### config.mk
export PLATFORM = sky130hd
export DESIGN_NAME = riscv_io_uart
export DESIGN_NICKNAME = d
export VERILOG_FILES = /design/src/rtl/riscv_io_uart.sv
export SDC_FILE = /design/constraint.sdc
export NUM_CORES = 1
export LEC_CHECK = 0
export CAP_MARGIN = 30
export CORE_ASPECT_RATIO = 0.7
export CORE_MARGIN = 2
export CORE_UTILIZATION = 50
export CTS_CLUSTER_DIAMETER = 50
export CTS_CLUSTER_SIZE = 30
export DETAILED_ROUTE_END_ITERATION = 10
export HOLD_SLACK_MARGIN = 0.08
export PLACE_DENSITY = 0.78
export SLEW_MARGIN = 20
export SYNTH_ARGS = -nofsm -noshare
export SYNTH_HDL_FRONTEND = slang
export SYNTH_SLANG_ARGS = --single-unit
### constraint.sdc
create_clock -name clk_i -period 5.2 [get_ports clk_i]
set_clock_uncertainty 0.05 [all_clocks]
set_input_delay 0.52 -clock clk_i [delete_from_list [all_inputs] [get_ports clk_i]]
set_output_delay 0.52 -clock clk_i [all_outputs]
set_load 0.1 [all_outputs]
### src/rtl/riscv_io_uart.sv
// riscv_io_uart: memory-mapped 8N1 UART with a small TX FIFO,
// single-byte RX holding register and programmable baud divisor.
module riscv_io_uart #(
  parameter string                        PLATFORM           = "XILINX",
  parameter int                           BUS_ADDR_DATA_LEN  = 13,
  parameter logic [BUS_ADDR_DATA_LEN-1:0] DATA_ADDR          = 'h00,
  parameter logic [BUS_ADDR_DATA_LEN-1:0] STATUS_ADDR        = 'h04,
  parameter logic [BUS_ADDR_DATA_LEN-1:0] BAUD_ADDR          = 'h08,
  parameter int                           TX_FIFO_DEPTH_LOG2 = 2,
  parameter logic [15:0]                  BAUD_DIV_RESET     = 16'd867
) (
  input  logic                         clk_i,
  input  logic                         rst_i,
  input  logic [BUS_ADDR_DATA_LEN-1:0] addr_i,
  input  logic                         wr_i,
  input  logic                         rd_i,
  input  logic [31:0]                  bus_i,
  output logic [31:0]                  bus_o,
  input  logic                         rx_i,
  output logic                         tx_o,
  output logic                         irq_o
);

  localparam int  PW        = TX_FIFO_DEPTH_LOG2;
  localparam int  DEPTH     = 1 << PW;
  localparam bit  IS_XILINX = (PLATFORM == "XILINX");

  typedef enum logic [1:0] {
    S_IDLE,
    S_START,
    S_DATA,
    S_STOP
  } state_t;

  logic [15:0] baud_div;
  logic        rx_valid, rx_overrun, rx_ferr, tx_drop;
  logic [7:0]  rx_data;

  logic sel_data, sel_stat, sel_baud;
  logic wr_data, wr_stat, push, drop_set;

  assign sel_data = (addr_i == DATA_ADDR);
  assign sel_stat = (addr_i == STATUS_ADDR);
  assign sel_baud = (addr_i == BAUD_ADDR);
  assign wr_data  = wr_i & sel_data;
  assign wr_stat  = wr_i & sel_stat;

  // TX FIFO: pointers carry one extra wrap bit
  logic [7:0]  fifo_mem [DEPTH];
  logic [PW:0] wr_ptr, rd_ptr;
  logic        tx_full, tx_empty, tx_pop;
  logic [7:0]  fifo_head;

  assign tx_empty  = (wr_ptr == rd_ptr);
  assign tx_full   = ((wr_ptr - rd_ptr) == (PW+1)'(DEPTH));
  assign push      = wr_data & ~tx_full;
  assign drop_set  = wr_data & tx_full;
  assign fifo_head = fifo_mem[rd_ptr[PW-1:0]];

  always_ff @(posedge clk_i) begin
    if (push) fifo_mem[wr_ptr[PW-1:0]] <= bus_i[7:0];
  end

  always_ff @(posedge clk_i or posedge rst_i) begin
    if (rst_i) begin
      wr_ptr <= '0;
      rd_ptr <= '0;
    end else begin
      if (push)   wr_ptr <= wr_ptr + 1'b1;
      if (tx_pop) rd_ptr <= rd_ptr + 1'b1;
    end
  end

  // TX FSM
  state_t      tx_state, tx_state_n;
  logic [15:0] tx_cnt, tx_cnt_n, tx_div, tx_div_n;
  logic [2:0]  tx_bit, tx_bit_n;
  logic [7:0]  tx_shift, tx_shift_n;
  logic        tx_n, tx_tick, tx_busy;

  assign tx_tick = (tx_cnt == tx_div);
  assign tx_busy = (tx_state != S_IDLE);

  always_comb begin
    tx_state_n = tx_state;
    tx_cnt_n   = tx_cnt + 16'd1;
    tx_div_n   = tx_div;
    tx_bit_n   = tx_bit;
    tx_shift_n = tx_shift;
    tx_pop     = 1'b0;
    tx_n       = 1'b1;
    unique case (tx_state)
      S_IDLE: begin
        tx_cnt_n = '0;
        if (!tx_empty) begin
          tx_pop     = 1'b1;
          tx_state_n = S_START;
        end
      end
      S_START: begin
        if (tx_tick) begin
          tx_cnt_n   = '0;
          tx_bit_n   = '0;
          tx_state_n = S_DATA;
        end
      end
      S_DATA: begin
        if (tx_tick) begin
          tx_cnt_n   = '0;
          tx_shift_n = tx_shift >> 1;
          tx_bit_n   = tx_bit + 3'd1;
          if (tx_bit == 3'd7) tx_state_n = S_STOP;
        end
      end
      S_STOP: begin
        if (tx_tick) begin
          tx_cnt_n = '0;
          if (!tx_empty) begin
            tx_pop     = 1'b1;
            tx_state_n = S_START;
          end else begin
            tx_state_n = S_IDLE;
          end
        end
      end
      default: tx_state_n = S_IDLE;
    endcase
    if (tx_pop) begin
      tx_shift_n = fifo_head;
      tx_div_n   = baud_div;
    end
    unique case (tx_state_n)
      S_START: tx_n = 1'b0;
      S_DATA:  tx_n = tx_shift_n[0];
      default: tx_n = 1'b1;
    endcase
  end

  always_ff @(posedge clk_i or posedge rst_i) begin
    if (rst_i) begin
      tx_state <= S_IDLE;
      tx_cnt   <= '0;
      tx_div   <= BAUD_DIV_RESET;
      tx_bit   <= '0;
      tx_shift <= '0;
      tx_o     <= 1'b1;
    end else begin
      tx_state <= tx_state_n;
      tx_cnt   <= tx_cnt_n;
      tx_div   <= tx_div_n;
      tx_bit   <= tx_bit_n;
      tx_shift <= tx_shift_n;
      tx_o     <= tx_n;
    end
  end

  // RX: 2-flop synchronizer plus one history flop for edge detect
  logic        rx_s1, rx_s2, rx_s3, rx_fall;
  state_t      rx_state, rx_state_n;
  logic [15:0] rx_cnt, rx_cnt_n, rx_div, rx_div_n;
  logic [15:0] rx_half, rx_half_n, rx_lim;
  logic [2:0]  rx_bit, rx_bit_n;
  logic [7:0]  rx_shift, rx_shift_n;
  logic        rx_done, ferr_set, rx_tick;
  logic [16:0] baud_p1;

  assign rx_fall = rx_s3 & ~rx_s2;
  assign baud_p1 = {1'b0, baud_div} + 17'd1;
  assign rx_lim  = (rx_state == S_START) ? rx_half : rx_div;
  assign rx_tick = (rx_cnt == rx_lim);

  always_comb begin
    rx_state_n = rx_state;
    rx_cnt_n   = rx_cnt + 16'd1;
    rx_div_n   = rx_div;
    rx_half_n  = rx_half;
    rx_bit_n   = rx_bit;
    rx_shift_n = rx_shift;
    rx_done    = 1'b0;
    ferr_set   = 1'b0;
    unique case (rx_state)
      S_IDLE: begin
        rx_cnt_n = '0;
        if (rx_fall) begin
          rx_state_n = S_START;
          rx_div_n   = baud_div;
          rx_half_n  = 16'((baud_p1 >> 1) - 17'd1);
        end
      end
      S_START: begin
        if (rx_tick) begin
          rx_cnt_n   = '0;
          rx_bit_n   = '0;
          rx_state_n = rx_s2 ? S_IDLE : S_DATA;
        end
      end
      S_DATA: begin
        if (rx_tick) begin
          rx_cnt_n   = '0;
          rx_shift_n = {rx_s2, rx_shift[7:1]};
          rx_bit_n   = rx_bit + 3'd1;
          if (rx_bit == 3'd7) rx_state_n = S_STOP;
        end
      end
      S_STOP: begin
        if (rx_tick) begin
          rx_state_n = S_IDLE;
          rx_done    = rx_s2;
          ferr_set   = ~rx_s2;
        end
      end
      default: rx_state_n = S_IDLE;
    endcase
  end

  always_ff @(posedge clk_i or posedge rst_i) begin
    if (rst_i) begin
      rx_s1    <= 1'b1;
      rx_s2    <= 1'b1;
      rx_s3    <= 1'b1;
      rx_state <= S_IDLE;
      rx_cnt   <= '0;
      rx_div   <= BAUD_DIV_RESET;
      rx_half  <= '0;
      rx_bit   <= '0;
      rx_shift <= '0;
    end else begin
      rx_s1    <= rx_i;
      rx_s2    <= rx_s1;
      rx_s3    <= rx_s2;
      rx_state <= rx_state_n;
      rx_cnt   <= rx_cnt_n;
      rx_div   <= rx_div_n;
      rx_half  <= rx_half_n;
      rx_bit   <= rx_bit_n;
      rx_shift <= rx_shift_n;
    end
  end

  // Status/config registers; a set event always beats a same-cycle clear
  logic clr_valid, clr_ovr, clr_ferr, clr_drop;

  assign clr_valid = wr_stat & bus_i[2];
  assign clr_ovr   = wr_stat & bus_i[3];
  assign clr_ferr  = wr_stat & bus_i[5];
  assign clr_drop  = wr_stat & bus_i[6];

  always_ff @(posedge clk_i or posedge rst_i) begin
    if (rst_i) begin
      baud_div   <= BAUD_DIV_RESET;
      rx_data    <= '0;
      rx_valid   <= 1'b0;
      rx_overrun <= 1'b0;
      rx_ferr    <= 1'b0;
      tx_drop    <= 1'b0;
    end else begin
      if (wr_i && sel_baud) baud_div <= bus_i[15:0];
      if (rx_done) rx_data <= rx_shift;
      if (rx_done)        rx_valid <= 1'b1;
      else if (clr_valid) rx_valid <= 1'b0;
      if (rx_done && rx_valid && !clr_valid) rx_overrun <= 1'b1;
      else if (clr_ovr)                      rx_overrun <= 1'b0;
      if (ferr_set)      rx_ferr <= 1'b1;
      else if (clr_ferr) rx_ferr <= 1'b0;
      if (drop_set)      tx_drop <= 1'b1;
      else if (clr_drop) tx_drop <= 1'b0;
    end
  end

  logic [31:0] status, rd_data;

  assign status = {25'b0, tx_drop, rx_ferr, tx_busy,
                   rx_overrun, rx_valid, tx_empty, tx_full};

  always_comb begin
    rd_data = '0;
    if (rd_i) begin
      unique case (1'b1)
        sel_data: rd_data = {24'b0, rx_data};
        sel_stat: rd_data = status;
        sel_baud: rd_data = {16'b0, baud_div};
        default:  rd_data = '0;
      endcase
    end
  end

  always_ff @(posedge clk_i or posedge rst_i) begin
    if (rst_i) bus_o <= '0;
    else       bus_o <= rd_data;
  end

  assign irq_o = rx_valid;

  logic unused_bits;
  assign unused_bits = ^{bus_i[31:16], IS_XILINX};

endmodule

==> results.md, run 1 <==
Outcome:
- The flow ran to the end, and the final reports show no timing, DRC or antenna violations.

GRT:
- For this run the aggregate overflow at the end of global routing stands at 0.
- The number of global-route vias before repair is 6284.
- The initial antenna violation count is 0.
- For this run, the total global-route usage over all layers was measured as 20.50%.
- The pin count of the biggest net entering global routing is 81.
- The first global-routing pass estimated 32.44 mm of wire.

Logic synthesis:
- The average instance in the mapped netlist occupies 11.31 um^2.
- Summed over all instances, the cell type with the most area after synthesis is sky130_fd_sc_hd__dfrtp_1.
- Counting flops and latches in the post-synthesis netlist gives 192.
- The number of enable flip-flop cells after synthesis is 32.
- After synthesis, flip-flops and latches occupy 52.23% of the total area.
- The synthesized cell area is 9558 um^2.
- The distinct cell type count after synthesis is 72.
- After synthesis, the share of flip-flops with an asynchronous set or reset is 83.33%.
- The warning count from the yosys run is 0.
- In this run the biggest area consumer among cell types represents 36.13% of the synthesized area.
- In the synthesized netlist the dominant register cell turns out to be sky130_fd_sc_hd__dfrtp_1.
- The gate count of the mapped netlist is 845.
- After synthesis, the cell types taking the most area are sky130_fd_sc_hd__dfrtp_1, sky130_fd_sc_hd__edfxtp_1, sky130_fd_sc_hd__dfstp_2, sky130_fd_sc_hd__xnor2_1, sky130_fd_sc_hd__nand2_1.

Floorplan:
- The number of placement rows is 42.
- The x dimension of the die is 169.3 um.
- The starting density of the core is 50.80%.
- The vertical die dimension is 119.7 um.
- The die covers 20260 um^2.
- The floorplan step defined a core boundary enclosing 18810 um^2.
- Pin placement for this block handled 84 I/O pins.

Layout:
- The area growth from synthesis to layout is 12.99%.
- Cells fill 57.40% of the core in the end.
- The total inserted antenna cells is 0.
- In the final design database the tool counted 952 nets.
- The post-route netlist has 13.47% of its cells at a drive strength greater than 1.

Drt:
- The residual antenna-violating net count after detailed routing is 0.
- The overall routed net length is 19.47 mm.
- The number of iterations in the first detailed-routing pass is 4.
- In the final routed layout, each cell accounts on average for 17.18 um.
- The detail-routed via count per cell is 5.550.
- The initial DRC count is 547.
- The routed via count is 6288.
- The post-route DRC violation count is 0.

Timing:
- Timing would allow up to 263.7 MHz.
- The final clock period utilization by the worst path is 72.93%.
- The headroom to the max-slew limit is 34.55%.
- The total count of max-transition violations in the final report is 0.
- The slew at the pin closest to its max-slew limit is 978.6 ps.
- The clock period minus worst slack is 3792 ps.
- The final-layout setup total negative slack is 0 ps.
- The number of hold violations in the final report is 0.
- Setup repair after global routing left no endpoint under its margin.
- Setup violations remaining at the end of the flow were counted as 0.

Clock network:
- The hold-fix buffer count after cts is 0.
- CTS built an H-tree with a depth of 4.
- The clock slew at the register clock pins of the worst setup and hold paths is 80 ps.
- The number of buffers on the longest clock path is 2.
- The later pin in the worst-skew pair is clocked with a latency of 440 ps.
- TritonCTS built the clock tree.
- The buffer type at the clock tree root is sky130_fd_sc_hd__clkbuf_16.
- The number of gates resized after CTS was 0.
- The number of buffers inserted by post-CTS setup repair is 0.
- The clock sink count is 192.
- The TritonCTS buffer count is 17.

Power:
- The power density over cell area is 417.1 nW/um^2.
- The static power due to leakage is 4.724 nW.
- IR analysis of the VDD net gives a maximum drop of 0.2881 mV.
- The overall power of the completed layout is 0.004505 W.

Hold path:
- The tightest min-delay check is of the reg -> reg type.

Worst setup path:
- The worst setup path is captured at a register.
- The type of the worst setup path is reg -> reg.
- Of all nets on the critical path, the largest fanout is 18.
- The type of origin of the critical path is a register.
- For the worst setup path, the data required time is 5470 ps.
- For the worst setup path, the data arrival time is 4070 ps.

Placed design:
- The final weighted congestion in routability-driven placement is 0.8636.
- The HPWL after detailed placement is 13.35 mm.
- Port buffering added 51 buffers.

Flow run:
- The count of max-cap constraint violations is 0.
[where the power goes]
group	leakage (nW)	total [W]	switching [W]	internal [W]
Clock	0.300	0.00134	0.000675	0.000664
Sequential	2.36	0.00185	0.000150	0.00170
Combinational	2.07	0.00131	0.000784	0.000529
Total	4.72	0.00450	0.00161	0.00290
[cell type report]
| class | count | area (um^2) |
|---|---|---|
| timing repair buffer | 58 | 580.6 |
| multi-input combinational | 591 | 4244 |
| clock buffer | 17 | 425.4 |
| sequential | 192 | 4992 |
| inverter | 18 | 72.57 |
| tap | 242 | 302.8 |
| clock inverter | 15 | 181.4 |
| fill | 1580 | 8014 |
[Yosys cell counts (all sizes together) (18+ instances only)]
library cell and number:
dfrtp 138, nand2 98, mux2 52, nor2 51, xnor2 47, xor2 40, buf 36, o21ai 36
edfxtp 32, nand3 32, mux2i 30, and2 24, ha 24, clkbuf 23, dfstp 22, nand4 21
and3 20, inv 18
[layer usage]
layer,share of wire [%],vias up,wire [um],global-route usage [%]
met5,0,-,0,0
li1,-,2988,-,-
met2,45,143,8679,30.00
met1,49,3134,9507,30.72
met3,5.3,23,1030,4.453
met4,1.3,0,248,6.090
[metrics by stage]
stage	setup slack, ps	hold slack (ps)	cell area (um^2)	instances
after global placement	1553	295.2	10160	1099
after floorplan	346.5	295.2	9614	860
after CTS	1426	309.3	10790	1132
final	1408	307.8	10800	1133
after detailed placement	1466	297.8	10190	1100
after global routing	1178	317.5	10800	1133
[cell families (layout without fill, tap and decap cells)]
kind of cell / count (synthesis) / after routing / synth area share [%]
compound gates: 90 / 90 / 6.703
xor+xnor: 87 / 87 / 7.972
fa+ha+maj: 24 / 24 / 3.142
buf+inv: 77 / 108 / 4.019
flops: 192 / 192 / 52.23
mux: 90 / 90 / 11.15
other cells: 1 / 16 / 0.03923
simple gates: 284 / 284 / 14.74
[final timing paths]
path,to,cells past startpoint,slack [ps],from
min in group asynchronous,rx_cnt[9],2,500,rst_i
max reg2reg,rx_data[7],10,1410,register
max,rx_data[7],10,1410,register
min reg2reg,rx_s2,0,310,rx_s1
min,rx_s2,0,310,rx_s1
max in group asynchronous,rx_s1,3,3550,rst_i
[flip-flops by register name (all words and copies together) (netlist names), 8 cells and up, named ones only]
signal	cells
tx_cnt	16
fifo_mem	32
rx_cnt	16
baud_div	16
rx_data	8
tx_div	16
rx_half	16
bus_o	16
rx_div	16
rx_shift	8
tx_shift	8
[cells in the final DEF, fill, tap and decap left out, types with 30 or more instances in the layout]
| master | n |
|---|---|
| sky130_fd_sc_hd__edfxtp_1 | 32 |
| sky130_fd_sc_hd__clkdlybuf4s50_1 | 51 |
| sky130_fd_sc_hd__xor2_1 | 40 |
| sky130_fd_sc_hd__nand2_1 | 97 |
| sky130_fd_sc_hd__dfrtp_1 | 138 |
| sky130_fd_sc_hd__xnor2_1 | 47 |
| sky130_fd_sc_hd__mux2i_1 | 30 |
| sky130_fd_sc_hd__mux2_2 | 32 |
| sky130_fd_sc_hd__nor2_1 | 51 |
| sky130_fd_sc_hd__nand3_1 | 32 |
[worst max-delay path, cell delays in order, from the launching register on]
cell	delay [ps]
sky130_fd_sc_hd__dfrtp_1	420
sky130_fd_sc_hd__inv_1	110
sky130_fd_sc_hd__ha_1	790
sky130_fd_sc_hd__buf_4	280
sky130_fd_sc_hd__mux2i_1	230
sky130_fd_sc_hd__xor2_1	220
sky130_fd_sc_hd__nand4_1	130
sky130_fd_sc_hd__nor4_2	280
sky130_fd_sc_hd__buf_4	250
sky130_fd_sc_hd__and3_1	500
sky130_fd_sc_hd__mux2_1	390
Power figures use the tool's default switching activity.
==> inputs of run 2 (changes only) <==
- clock period: 5.2 -> 3.3 ns (I/O delays scaled with it)
==> results.md, run 2 (same netlist as run 1, synthesis figures left out) <==
Timing:
- The total count of max-transition violations in the final report came to 0 (unchanged).
- The final clock period utilization by the worst path is 91.65% (was 72.93%).
- The number of hold violations in the final report came to 0 (unchanged).
- The clock period minus worst slack came to 3024 ps (was 3792 ps).
- The headroom to the max-slew limit is 34.77% (was 34.55%).
- The total setup violations reported at the end of the flow is 0 (unchanged).
- Setup repair after global routing missed its margin: no (unchanged).
- The highest clock rate is 330.6 MHz (was 263.7 MHz).
- The slew at the pin closest to its max-slew limit is 975.4 ps (was 978.6 ps).
- The final-layout setup total negative slack was 0 ps (unchanged).

GRT:
- The met3 track demand over resource in global routing is 4.156% (was 4.453%).
- The pin count of the biggest net entering global routing was 50 (was 81).
- The initial antenna violation count is 0 (unchanged).
- The layer with the highest usage after global routing is met1 (unchanged).
- The global-route usage over all layers is 20.79% (was 20.50%).
- The global routing usage on met1 is 31.00% (was 30.72%).
- The global routing met2 resource utilization is 30.66% (was 30.00%).
- The global-route wire length before repair was 33.00 mm (was 32.44 mm).
- The number of global-route vias before repair is 6409 (was 6284).
- The total congestion overflow is 0 (unchanged).

Clock network:
- The TritonCTS buffer count is 17 (unchanged).
- The number of buffers on the longest clock path was 2 (unchanged).
- The hold-fix buffer count after cts is 0 (unchanged).
- The CTS tree is yes (unchanged).
- The clock slew at the register clock pins of the worst setup and hold paths was 80 ps (about the same).
- The number of buffers inserted by post-CTS setup repair is 0 (unchanged).
- The number of gates resized after cts is 0 (unchanged).
- The clock sink count was 192 (unchanged).
- The buffer type at the clock tree root is sky130_fd_sc_hd__clkbuf_16 (unchanged).
- The total number of H-tree levels was 4 (unchanged).
- The clock network latency to the later pin of the worst-skew pair is 450 ps (was 440 ps).

Drt:
- The routed via count was 6405 (was 6288).
- The number of iterations in the first detailed-routing pass was 5 (was 4).
- The initial DRC count is 648 (was 547).
- The detail-routed via count per cell is 5.570 (was 5.550).
- The post-route DRC violation count was 0 (unchanged).
- The residual antenna-violating net count after detailed routing came to 0 (unchanged).
- The overall routed net length is 19.97 mm (was 19.47 mm).
- The per-cell routed wire length came to 17.36 um (was 17.18 um).

Placed design:
- The cell count after placement was 1117 (was 1100).
- The number of buffer cells added on primary ports is 51 (unchanged).
- The post-detailed-placement half-perimeter wirelength is 13.95 mm (was 13.35 mm).
- The final weighted congestion in routability-driven placement is 0.8668 (was 0.8636).

Power:
- The combinational power share is 30.2% (was 29.2%).
- The static power due to leakage is 4.829 nW (was 4.724 nW).
- The power density over cell area came to 653.0 nW/um^2 (was 417.1 nW/um^2).
- The proportion of power drawn by the clock network is 29.8% (was 29.7%).
- The sequential fraction of design power is 40.0% (was 41.1%).
- The maximum ir drop on the vdd rail was 0.4191 mV (was 0.2881 mV).
- The internal power is 0.004652 W (was 0.002896 W).
- The net switching power is 0.002528 W (was 0.001608 W).
- The fraction of power spent switching nets was 35.20% (was 35.70%).

Worst setup path:
- The type of destination of the critical path is a register (unchanged).
- The critical path arrival is 3290 ps (was 4070 ps).
- The type of the worst setup path was reg -> reg (unchanged).
- The data required time of the worst path is 3570 ps (was 5470 ps).
- The type of origin of the critical path is a register (unchanged).
- The maximum fanout along the worst path came to 21 (was 18).

Layout:
- The total inserted antenna cells is 0 (unchanged).
- The number of flip-flops in the largest register is 32 (unchanged).
- Leading cell types in the layout, fill and taps excluded: sky130_fd_sc_hd__dfrtp_1, sky130_fd_sc_hd__nand2_1, sky130_fd_sc_hd__nor2_1, sky130_fd_sc_hd__clkdlybuf4s50_1, sky130_fd_sc_hd__xnor2_1 (unchanged).
- The final cell count without fillers is 1150 (was 1133).
- The layout net count is 969 (was 952).
- The most common cell after layout, fill and taps aside is sky130_fd_sc_hd__dfrtp_1 (unchanged).
- The ratio of cells with drive above 1 in the final layout came to 15.09% (was 13.47%).
- The relative area change from synthesis to final layout is 15.03% (was 12.99%).
- The final core utilization is 58.44% (was 57.40%).

Floorplan:
- The x dimension of the die was 169.3 um (unchanged).
- The I/O pin total was 84 (unchanged).
- The number of placement rows came to 42 (unchanged).
- The starting density of the core came to 50.80% (unchanged).
- The area of the core was 18810 um^2 (unchanged).
- The die outline area is 20260 um^2 (unchanged).
- The vertical die dimension is 119.7 um (unchanged).

Flow run:
- The count of max-cap constraint violations is 0 (unchanged).

Outcome:
- Result of the run: completed (unchanged).

Hold path:
- The class of the most critical hold timing path was in -> async (was reg -> reg).
## run 2: cell type report
class                           count  area, um^2
Clock buffer                       17       425.4
Clock inverter                     15       192.7
Fill cell                        1550        7819
Inverter                           18       71.32
Multi-Input combinational cell    591        4244
Sequential cell                   192        4992
Tap cell                          242       302.8
Timing Repair Buffer               75       765.7
## run 2: worst max-delay path, stage by stage (launching register included)
cell and delay (ps):
sky130_fd_sc_hd__dfrtp_1 420, sky130_fd_sc_hd__inv_1 130, sky130_fd_sc_hd__ha_1 210, sky130_fd_sc_hd__buf_12 190, sky130_fd_sc_hd__mux2i_1 260, sky130_fd_sc_hd__xor2_1 290
sky130_fd_sc_hd__nand4_1 210, sky130_fd_sc_hd__nor4_2 350, sky130_fd_sc_hd__buf_4 270, sky130_fd_sc_hd__o21ba_2 370, sky130_fd_sc_hd__nor2_1 100
## run 2: power by group through the flow
stage	clock network [W]	logic, W	registers, W
finish	0.00214	0.00217	0.00287
global route	0.00228	0.00239	0.00290
floorplan	0	0.00162	0.00293
CTS	0.00218	0.00217	0.00287
global placement	0	0.00209	0.00290
detailed placement	0	0.00215	0.00291
## run 2: per-layer routing
metal / vias to the layer above / routed length (um)
li1: 3028 / -
met1: 3168 / 9743
met2: 184 / 8881
met3: 25 / 1037
met4: 0 / 306
met5: - / 0
## run 2: path summary, 6_finish.rpt
kind / start / to / slack, ps / cells after the start
setup reg to reg: register / rx_cnt[14] / 280 / 10
hold reg to reg: rx_s1 / rx_s2 / 310 / 0
min in group clk_i: rx_i / rx_s1 / 230 / 1
max in group asynchronous: rst_i / tx_div[5] / 2240 / 4
setup / recovery: register / rx_cnt[14] / 280 / 10
hold / removal: rst_i / rx_shift[7] / 160 / 2
## run 2: stage by stage
| stage | total power (W) | setup WS [ps] | instance area, um^2 | hold slack [ps] |
|---|---|---|---|---|
| global placement | 0.004986 | 359.3 | 10360 | 295.8 |
| CTS | 0.007216 | 356.5 | 10970 | 215.8 |
| floorplan | 0.004545 | 637.5 | 9618 | 284.5 |
| detailed placement | 0.005058 | 295.3 | 10360 | 300.5 |
| finish | 0.007180 | 275.6 | 10990 | 157.8 |
| global route | 0.007573 | 197.8 | 10990 | 177.5 |
